===== src/rtl/point_tracker_pkg.sv =====
// Shared types for point_tracker: result FSM states, per-slot bounding box,
// width sanity check and the merge-window helper.
package point_tracker_pkg;

  localparam int COORD_W = 16;

  typedef enum logic [2:0] {
    ST_IDLE = 3'd0,
    ST_LOAD = 3'd1,
    ST_DIV  = 3'd2,
    ST_EMIT = 3'd3,
    ST_DONE = 3'd4
  } state_t;

  typedef struct packed {
    logic               used;
    logic [COORD_W-1:0] hmin;
    logic [COORD_W-1:0] hmax;
    logic [COORD_W-1:0] vmin;
    logic [COORD_W-1:0] vmax;
  } slot_box_t;

  // A full slot of maximum coordinates must never overflow its sum register.
  function automatic bit widths_ok(input int sum_w, input int cnt_w);
    return sum_w >= COORD_W + cnt_w;
  endfunction

  // Window widened by margin on both sides, saturating at 0 and 0xFFFF.
  function automatic logic in_window(input logic [COORD_W-1:0] p,
                                     input logic [COORD_W-1:0] lo,
                                     input logic [COORD_W-1:0] hi,
                                     input logic [COORD_W-1:0] margin);
    logic [COORD_W-1:0] lo_s;
    logic [COORD_W-1:0] hi_s;
    logic [COORD_W:0]   hi_ext;
    lo_s   = (lo >= margin) ? lo - margin : '0;
    hi_ext = {1'b0, hi} + {1'b0, margin};
    hi_s   = hi_ext[COORD_W] ? '1 : hi_ext[COORD_W-1:0];
    return (p >= lo_s) && (p <= hi_s);
  endfunction

endpackage


===== src/rtl/point_tracker_divider.sv =====
// centroid_divider: unsigned restoring divider, one quotient bit per cycle,
// SUM_W cycles per division; exposes the low 16 quotient bits.
module centroid_divider #(
  parameter int SUM_W = 36,
  parameter int CNT_W = 20
) (
  input  logic             clk,
  input  logic             rst,
  input  logic             start,
  input  logic [SUM_W-1:0] dividend,
  input  logic [CNT_W-1:0] divisor,
  output logic             busy,
  output logic             done,
  output logic [15:0]      quotient
);

  localparam int STEP_W = $clog2(SUM_W + 1);

  logic [SUM_W-1:0]  q_r;
  logic [CNT_W-1:0]  rem_r;
  logic [CNT_W-1:0]  dvs_r;
  logic [STEP_W-1:0] step_r;
  logic [CNT_W:0]    rem_sh;
  logic [CNT_W-1:0]  diff;
  logic              fits;

  // The partial remainder stays below the divisor, so the low CNT_W bits of
  // the difference are exact whenever it fits.
  always_comb begin
    rem_sh = {rem_r, q_r[SUM_W-1]};
    fits   = rem_sh >= {1'b0, dvs_r};
    diff   = rem_sh[CNT_W-1:0] - dvs_r;
  end

  assign done     = busy && (step_r == STEP_W'(1));
  assign quotient = q_r[15:0];

  always_ff @(posedge clk or posedge rst) begin
    if (rst) begin
      q_r    <= '0;
      rem_r  <= '0;
      dvs_r  <= '0;
      step_r <= '0;
      busy   <= 1'b0;
    end else if (start) begin
      q_r    <= dividend;
      rem_r  <= '0;
      dvs_r  <= divisor;
      step_r <= STEP_W'(SUM_W);
      busy   <= 1'b1;
    end else if (busy) begin
      q_r    <= {q_r[SUM_W-2:0], fits};
      rem_r  <= fits ? diff : rem_sh[CNT_W-1:0];
      step_r <= step_r - STEP_W'(1);
      if (step_r == STEP_W'(1)) busy <= 1'b0;
    end
  end

endmodule


===== src/rtl/point_tracker.sv =====
// point_tracker: clusters foreground pixels into bounding-box slots per frame
// and streams integer centroids of the previous frame on a valid/ready port.
module point_tracker
  import point_tracker_pkg::*;
#(
  parameter int NUM_BLOBS  = 4,
  parameter int MERGE_DIST = 8,
  parameter int MIN_PIXELS = 4,
  parameter int CNT_W      = 20,
  parameter int SUM_W      = 36
) (
  input  logic             clk,
  input  logic             rst,
  input  logic             vga_vs,
  input  logic             binary_flag,
  input  logic [15:0]      h_cnt,
  input  logic [15:0]      v_cnt,
  output logic             pt_valid,
  input  logic             pt_ready,
  output logic [15:0]      pt_h,
  output logic [15:0]      pt_v,
  output logic [CNT_W-1:0] pt_count,
  output logic [3:0]       pt_index,
  output logic             frame_done,
  output logic [4:0]       pt_num,
  output logic             overflow,
  output logic             frame_drop,
  output state_t           dbg_state
);

  localparam bit              WIDTHS_OK = widths_ok(SUM_W, CNT_W);
  localparam int              IDX_W     = (NUM_BLOBS > 1) ? $clog2(NUM_BLOBS) : 1;
  localparam logic [15:0]     MARGIN    = 16'(MERGE_DIST);
  localparam logic [CNT_W-1:0] CNT_MAX  = '1;
  localparam logic [CNT_W-1:0] MIN_CNT  = CNT_W'(MIN_PIXELS);
  localparam logic [4:0]      LAST_PTR  = 5'(NUM_BLOBS - 1);

  if (!WIDTHS_OK) begin : g_width_error
    $error("point_tracker: SUM_W must be at least 16 + CNT_W");
  end

  // Active bank (current frame) and result bank (previous frame).
  slot_box_t        box       [NUM_BLOBS];
  logic [CNT_W-1:0] cnt       [NUM_BLOBS];
  logic [SUM_W-1:0] sum_h     [NUM_BLOBS];
  logic [SUM_W-1:0] sum_v     [NUM_BLOBS];
  logic             res_used  [NUM_BLOBS];
  logic [CNT_W-1:0] res_cnt   [NUM_BLOBS];
  logic [SUM_W-1:0] res_sum_h [NUM_BLOBS];
  logic [SUM_W-1:0] res_sum_v [NUM_BLOBS];
  logic             ovf, res_ovf;
  logic             vs_d, vs_edge;

  logic             hit, free_found, upd, alloc, drop;
  logic [IDX_W-1:0] hit_idx, free_idx, alloc_idx;

  assign vs_edge = vga_vs & ~vs_d;

  // Priority encoders: descending scan leaves the lowest index in place.
  always_comb begin
    hit        = 1'b0;
    hit_idx    = '0;
    free_found = 1'b0;
    free_idx   = '0;
    for (int k = NUM_BLOBS - 1; k >= 0; k--) begin
      if (box[k].used && in_window(h_cnt, box[k].hmin, box[k].hmax, MARGIN)
                      && in_window(v_cnt, box[k].vmin, box[k].vmax, MARGIN)) begin
        hit     = 1'b1;
        hit_idx = IDX_W'(k);
      end
      if (!box[k].used) begin
        free_found = 1'b1;
        free_idx   = IDX_W'(k);
      end
    end
    upd       = binary_flag && !vs_edge && hit && (cnt[hit_idx] != CNT_MAX);
    alloc     = binary_flag && (vs_edge || (!hit && free_found));
    alloc_idx = vs_edge ? '0 : free_idx;
    drop      = binary_flag && !vs_edge && !hit && !free_found;
  end

  always_ff @(posedge clk or posedge rst) begin
    if (rst) begin
      vs_d    <= 1'b0;
      ovf     <= 1'b0;
      res_ovf <= 1'b0;
      for (int k = 0; k < NUM_BLOBS; k++) begin
        box[k]       <= '0;
        cnt[k]       <= '0;
        sum_h[k]     <= '0;
        sum_v[k]     <= '0;
        res_used[k]  <= 1'b0;
        res_cnt[k]   <= '0;
        res_sum_h[k] <= '0;
        res_sum_v[k] <= '0;
      end
    end else begin
      vs_d <= vga_vs;
      if (vs_edge) begin
        res_ovf <= ovf;
        ovf     <= 1'b0;
        for (int k = 0; k < NUM_BLOBS; k++) begin
          res_used[k]  <= box[k].used;
          res_cnt[k]   <= cnt[k];
          res_sum_h[k] <= sum_h[k];
          res_sum_v[k] <= sum_v[k];
          box[k]       <= '0;
          cnt[k]       <= '0;
          sum_h[k]     <= '0;
          sum_v[k]     <= '0;
        end
      end else if (drop) begin
        ovf <= 1'b1;
      end
      if (upd) begin
        cnt[hit_idx]   <= cnt[hit_idx] + CNT_W'(1);
        sum_h[hit_idx] <= sum_h[hit_idx] + SUM_W'(h_cnt);
        sum_v[hit_idx] <= sum_v[hit_idx] + SUM_W'(v_cnt);
        if (h_cnt < box[hit_idx].hmin) box[hit_idx].hmin <= h_cnt;
        if (h_cnt > box[hit_idx].hmax) box[hit_idx].hmax <= h_cnt;
        if (v_cnt < box[hit_idx].vmin) box[hit_idx].vmin <= v_cnt;
        if (v_cnt > box[hit_idx].vmax) box[hit_idx].vmax <= v_cnt;
      end
      // On a vsync edge this lands in the freshly cleared slot 0.
      if (alloc) begin
        box[alloc_idx]   <= '{used: 1'b1, hmin: h_cnt, hmax: h_cnt, vmin: v_cnt, vmax: v_cnt};
        cnt[alloc_idx]   <= CNT_W'(1);
        sum_h[alloc_idx] <= SUM_W'(h_cnt);
        sum_v[alloc_idx] <= SUM_W'(v_cnt);
      end
    end
  end

  // Result FSM. Handshake: a record moves when pt_valid && pt_ready at a
  // rising edge; pt_valid is purely a function of state, never of pt_ready.
  state_t           state, state_nx;
  logic [4:0]       ptr, ptr_nx, num_nx;
  logic [IDX_W-1:0] ptr_idx;
  logic             slot_ok, div_start;
  logic             busy_h, busy_v, done_h, done_v;
  logic [15:0]      q_h, q_v;

  assign ptr_idx = ptr[IDX_W-1:0];
  assign slot_ok = res_used[ptr_idx] && (res_cnt[ptr_idx] >= MIN_CNT);

  always_comb begin
    state_nx  = state;
    ptr_nx    = ptr;
    num_nx    = pt_num;
    div_start = 1'b0;
    if (vs_edge) begin
      state_nx = ST_LOAD;
      ptr_nx   = '0;
      num_nx   = '0;
    end else begin
      case (state)
        ST_IDLE: state_nx = ST_IDLE;
        ST_LOAD: begin
          if (ptr > LAST_PTR) begin
            state_nx = ST_DONE;
          end else if (slot_ok) begin
            div_start = 1'b1;
            state_nx  = ST_DIV;
          end else begin
            ptr_nx = ptr + 5'd1;
          end
        end
        ST_DIV: if ((done_h && done_v) || !(busy_h || busy_v)) state_nx = ST_EMIT;
        ST_EMIT: begin
          if (pt_ready) begin
            num_nx   = pt_num + 5'd1;
            ptr_nx   = ptr + 5'd1;
            state_nx = ST_LOAD;
          end
        end
        ST_DONE: state_nx = ST_IDLE;
        default: state_nx = ST_IDLE;
      endcase
    end
  end

  always_ff @(posedge clk or posedge rst) begin
    if (rst) begin
      state      <= ST_IDLE;
      ptr        <= '0;
      pt_num     <= '0;
      frame_drop <= 1'b0;
    end else begin
      state  <= state_nx;
      ptr    <= ptr_nx;
      pt_num <= num_nx;
      if (vs_edge && state != ST_IDLE) frame_drop <= 1'b1;
    end
  end

  centroid_divider #(.SUM_W(SUM_W), .CNT_W(CNT_W)) u_div_h (
    .clk      (clk),
    .rst      (rst),
    .start    (div_start),
    .dividend (res_sum_h[ptr_idx]),
    .divisor  (res_cnt[ptr_idx]),
    .busy     (busy_h),
    .done     (done_h),
    .quotient (q_h)
  );

  centroid_divider #(.SUM_W(SUM_W), .CNT_W(CNT_W)) u_div_v (
    .clk      (clk),
    .rst      (rst),
    .start    (div_start),
    .dividend (res_sum_v[ptr_idx]),
    .divisor  (res_cnt[ptr_idx]),
    .busy     (busy_v),
    .done     (done_v),
    .quotient (q_v)
  );

  assign pt_valid   = (state == ST_EMIT);
  assign pt_h       = q_h;
  assign pt_v       = q_v;
  assign pt_count   = res_cnt[ptr_idx];
  assign pt_index   = ptr[3:0];
  assign frame_done = (state == ST_DONE) && !vs_edge;
  assign overflow   = res_ovf;
  assign dbg_state  = state;

endmodule


===== config.mk =====
export PLATFORM = sky130hd
export DESIGN_NAME = point_tracker
export DESIGN_NICKNAME = d
export VERILOG_FILES = /design/src/rtl/point_tracker_pkg.sv /design/src/rtl/point_tracker_divider.sv /design/src/rtl/point_tracker.sv
export SDC_FILE = /design/constraint.sdc
export NUM_CORES = 2
export LEC_CHECK = 0
export BUFFER_PORTS_ARGS = -buffer_cell sky130_fd_sc_hd__buf_2
export CAP_MARGIN = 15
export CORE_AREA = 2 2 420 422
export CTS_BUF_LIST = sky130_fd_sc_hd__clkbuf_8 sky130_fd_sc_hd__clkbuf_16
export CTS_CLUSTER_DIAMETER = 120
export DETAILED_ROUTE_END_ITERATION = 10
export DIE_AREA = 0 0 422 424
export PLACE_DENSITY = 0.52
export SKIP_CTS_REPAIR_TIMING = 1
export SLEW_MARGIN = 20
export SYNTH_ARGS = -nofsm -noshare
export SYNTH_HDL_FRONTEND = slang
export SYNTH_SLANG_ARGS = --single-unit
export TNS_END_PERCENT = 50

===== constraint.sdc =====
create_clock -name clk -period 97.4 [get_ports clk]
set_input_delay 14.61 -clock clk [delete_from_list [all_inputs] [get_ports clk]]
set_output_delay 14.61 -clock clk [all_outputs]
set_load 0.01 [all_outputs]

==> results.sh <==
export IMPL_r2r_cells=34
export IMPL_finalSetupTns_ns=0
export IMPL_worst_slew_pin_slew_ns=1.12
export IMPL_max_freq_mhz=33.4
export IMPL_post_synth_main_area_contributors="dfrtp_1 42%, nand2_1 11%, ha_1 7.4%"
export IMPL_syn_area_mm2=0.0694
export IMPL_power_share_clock_pct=23.1
export IMPL_vias=58200
export IMPL_yosys_warnings=0
export IMPL_relSlewSlack_pct=24.8
export IMPL_rsz0062_at_grt="false"
export IMPL_synth_seq_area_share_pct=42.0
export IMPL_fp_dieH_um=424
export IMPL_status="finished, final reports clean"
export IMPL_hpwl_um=149000
export IMPL_synth_edf_count=0
export IMPL_num_io_pins=105
export IMPL_power_density_mw_per_mm2=31.1
export IMPL_synthesis_nets=8238
export IMPL_synthArstFlopShare_pct=100
export IMPL_synth_main_ff_cell="dfrtp_1"
export IMPL_n_fill_cell=17300
export IMPL_cts_made_buffers=142
export IMPL_coreArea_mm2=0.175
export IMPL_netlist_cell_type_count=111
export IMPL_cp_data_arrival_time_ns=15.29
export IMPL_crit_path_end_kind="primary output"
export IMPL_grt_max_degree=193
export IMPL_crit_slowest_cell="nor4b_1"
export IMPL_fin_crit_sh_pct=30.7
export IMPL_grt_pass1_wl_um=361000
export IMPL_die_w_um=422
export IMPL_gr_usage_all_layers_pct=26.0
export IMPL_root_buffer="clkbuf_16"
export IMPL_die_area_mm2=0.179
export IMPL_max_cap_violations=0
export IMPL_drive_above_1_share_pct=8.38
export IMPL_peakVddDrop_uv=24.1
export IMPL_drc=0
export IMPL_grt_pass1_vias=56900
export IMPL_critPathKind="in2out"
export IMPL_path_cells="buf_2, nor2b_4, nor4b_1, buf_2"
export IMPL_synth_top_cell_area_share_pct=42.0
export IMPL_multiInputGateArea_mm2=0.0377
export IMPL_place_area_mm2=0.0717
export IMPL_htreeDepth=4
export IMPL_p_sw_mw=1.02
export IMPL_start_util_pct=39.6
export IMPL_final_max_slew_viol_count=0
export IMPL_port_buffers=104
export IMPL_synth_avg_cell_area_um2=8.91
export IMPL_clockBufferDepth=3
export IMPL_hold_viol=0
export IMPL_via_per_inst=5.77
export IMPL_path_clk_slew_ns=0.05
export IMPL_startpoint_type="input port"
export IMPL_fin_area_mm2=0.0766
export IMPL_worstPathRequired_ns=82.79
export IMPL_synth_commonest_cells="2,000 x nand2_1, 1,163 x dfrtp_1, 489 x nor2_1, 413 x ha_1, 394 x o21ai_0"
export IMPL_period_needed_ns=29.90
export IMPL_wl_per_cell_um=23.3
export IMPL_fin_skew_ns=0.0324
export IMPL_place_congestion=0.851
export IMPL_hold_path_class="reg2reg"
export IMPL_swShare_pct=42.9
export IMPL_p_leak_nw=36.0
export IMPL_finalNonFillerCells=10100
export IMPL_seqCellArea_mm2=0.0291
export IMPL_worstHoldPathCells=2
export IMPL_internal_power_mw=1.36
export IMPL_synth_simple_area_share_pct=21.8
export IMPL_synthMuxAreaShare_pct=7.80
export IMPL_yosysMostFrequentCell="nand2_1"
export IMPL_firstDrtPassIters=8
export IMPL_insertion_delay_ns=0.80
export IMPL_synth_seq_cells=1163
export IMPL_ant_nets=0
export IMPL_synth_xor_area_share_pct=3.03
export IMPL_clock_sinks=1163
export IMPL_seqPwrFrac_pct=31.0
export IMPL_syn_instance_count=7784
export IMPL_post_place_cells=9818
export IMPL_synth_top_family_by_area="simple AND/OR/NAND/NOR gates"
export IMPL_max_stage_delay_ns=0.23
export IMPL_antenna_found_initial=5
export IMPL_grt_overflow_total=0
export IMPL_wirelength_um=235000
export IMPL_synth_compound_area_share_pct=13.7
export IMPL_nets=8078
export IMPL_area_growth_pct=10.4
export IMPL_rows=154
export IMPL_p_comb_share_pct=45.9
export IMPL_critPathMaxFanout=4
export IMPL_synth_fa_ha_area_share_pct=7.57
export IMPL_initialDrtViolationCount=5189
export IMPL_cp_common_cell="buf_2"
export IMPL_cts_tree="yes"
export IMPL_yosys_area_top_type="dfrtp_1"
export IMPL_setup_viol=0
final timing paths:
check | start | to | slack [ns]
setup / recovery | vga_vs | frame_done | 67.50
max in group asynchronous | rst | box[18] | 79.71
hold / removal | res_sum_v[4] | res_sum_v[4] | 0.47
setup reg to reg | box[149] | sum_v[23] | 86.29
min in group asynchronous | rst | u_div_h.q_r[6] | 13.96
hold reg to reg | res_sum_v[4] | res_sum_v[4] | 0.47
per-stage QoR:
stage / hold WS (ns) / util [%] / total power, mW / setup slack, ns
final: 0.467 / 43.8 / 2.38 / 67.50
after floorplan: 0.439 / - / 1.50 / 50.03
after detailed placement: 0.457 / 41.0 / 1.83 / 67.49
after CTS: 0.471 / 43.7 / 2.39 / 67.49
after global routing: 0.487 / 43.8 / 2.56 / 67.47
after global placement: 0.453 / 41.0 / 1.80 / 67.46
worst max-delay path, delay by kind of cell:
kind | cells | cell delay (ns)
and+or+nand+nor | 2 | 0.38
buffers and inverters | 2 | 0.31
logic make-up (layout without fill, tap and decap cells):
| family | Yosys count | after routing |
|---|---|---|
| other | 0 | 2 |
| multiplexers | 424 | 424 |
| flip-flops | 1163 | 1163 |
| adder cells (fa/ha/maj) | 417 | 417 |
| AO/OA/AOI/OAI | 1421 | 1421 |
| AND/OR/NAND/NOR | 3458 | 3458 |
| XOR/XNOR | 240 | 240 |
| buffers and inverters | 661 | 614 |
final cells by class:
cell class | instances | share of cell area, %
antenna | 2 | 0.00654
inverter | 141 | 0.701
timing repair buffer | 216 | 1.84
sequential | 1163 | 38.0
clock inverter | 79 | 1.01
multi-input combinational | 5960 | 49.3
clock buffer | 178 | 5.33
tap | 2340 | 3.82
cells in the final DEF (no fill, tap or decap), types with 16 or more instances in the layout:
cell type and count:
nand2_1 1998, dfrtp_1 1159, nor2_1 480, ha_1 413, o21ai_0 394, mux2i_1 329
nand3_1 281, a21oi_1 229, inv_1 163, o21a_1 147, and3_1 145, clkbuf_16 145
o221ai_1 141, xor2_1 128, nor3_1 123, xnor2_1 112, buf_4 106, buf_2 104
mux4_2 93, nand4_1 74, a31oi_1 70, a21o_1 59, o22ai_1 58, nand2b_1 55
nor2b_1 54, a211oi_1 42, or3_1 37, nor4_1 35, clkbuf_8 33, a221o_1 32
and2_1 29, o211ai_1 26, or2_2 24, o21ai_1 21, a22oi_1 21, or4_1 17
and4_1 17, clkinv_1 16
per-layer routing:
layer / part of all wire (%) / global-route usage [%]
met1: 46 / 37.5
met3: 6.0 / 3.67
met5: 0 / 0
met4: 2.5 / 7.07
met2: 45 / 40.8
flip-flops by register name (all words and copies together) (netlist names), 20 cells and up:
register / flops
sum_h: 144
cnt: 80
u_div_h.q_r: 36
sum_v: 144
u_div_v.q_r: 36
box: 260
u_div_v.rem_r: 20
res_sum_h: 144
u_div_v.dvs_r: 20
res_sum_v: 144
res_cnt: 80
u_div_h.rem_r: 20
power by group through the flow:
stage,sequential (mW),combinational (mW),clock [mW]
after floorplan,0.690,0.812,0
after global placement,0.742,1.06,0
after detailed placement,0.745,1.08,0
after CTS,0.738,1.09,0.563
after global routing,0.758,1.22,0.583
final,0.740,1.09,0.551
No activity file was read; power rests on OpenSTA's default activity.
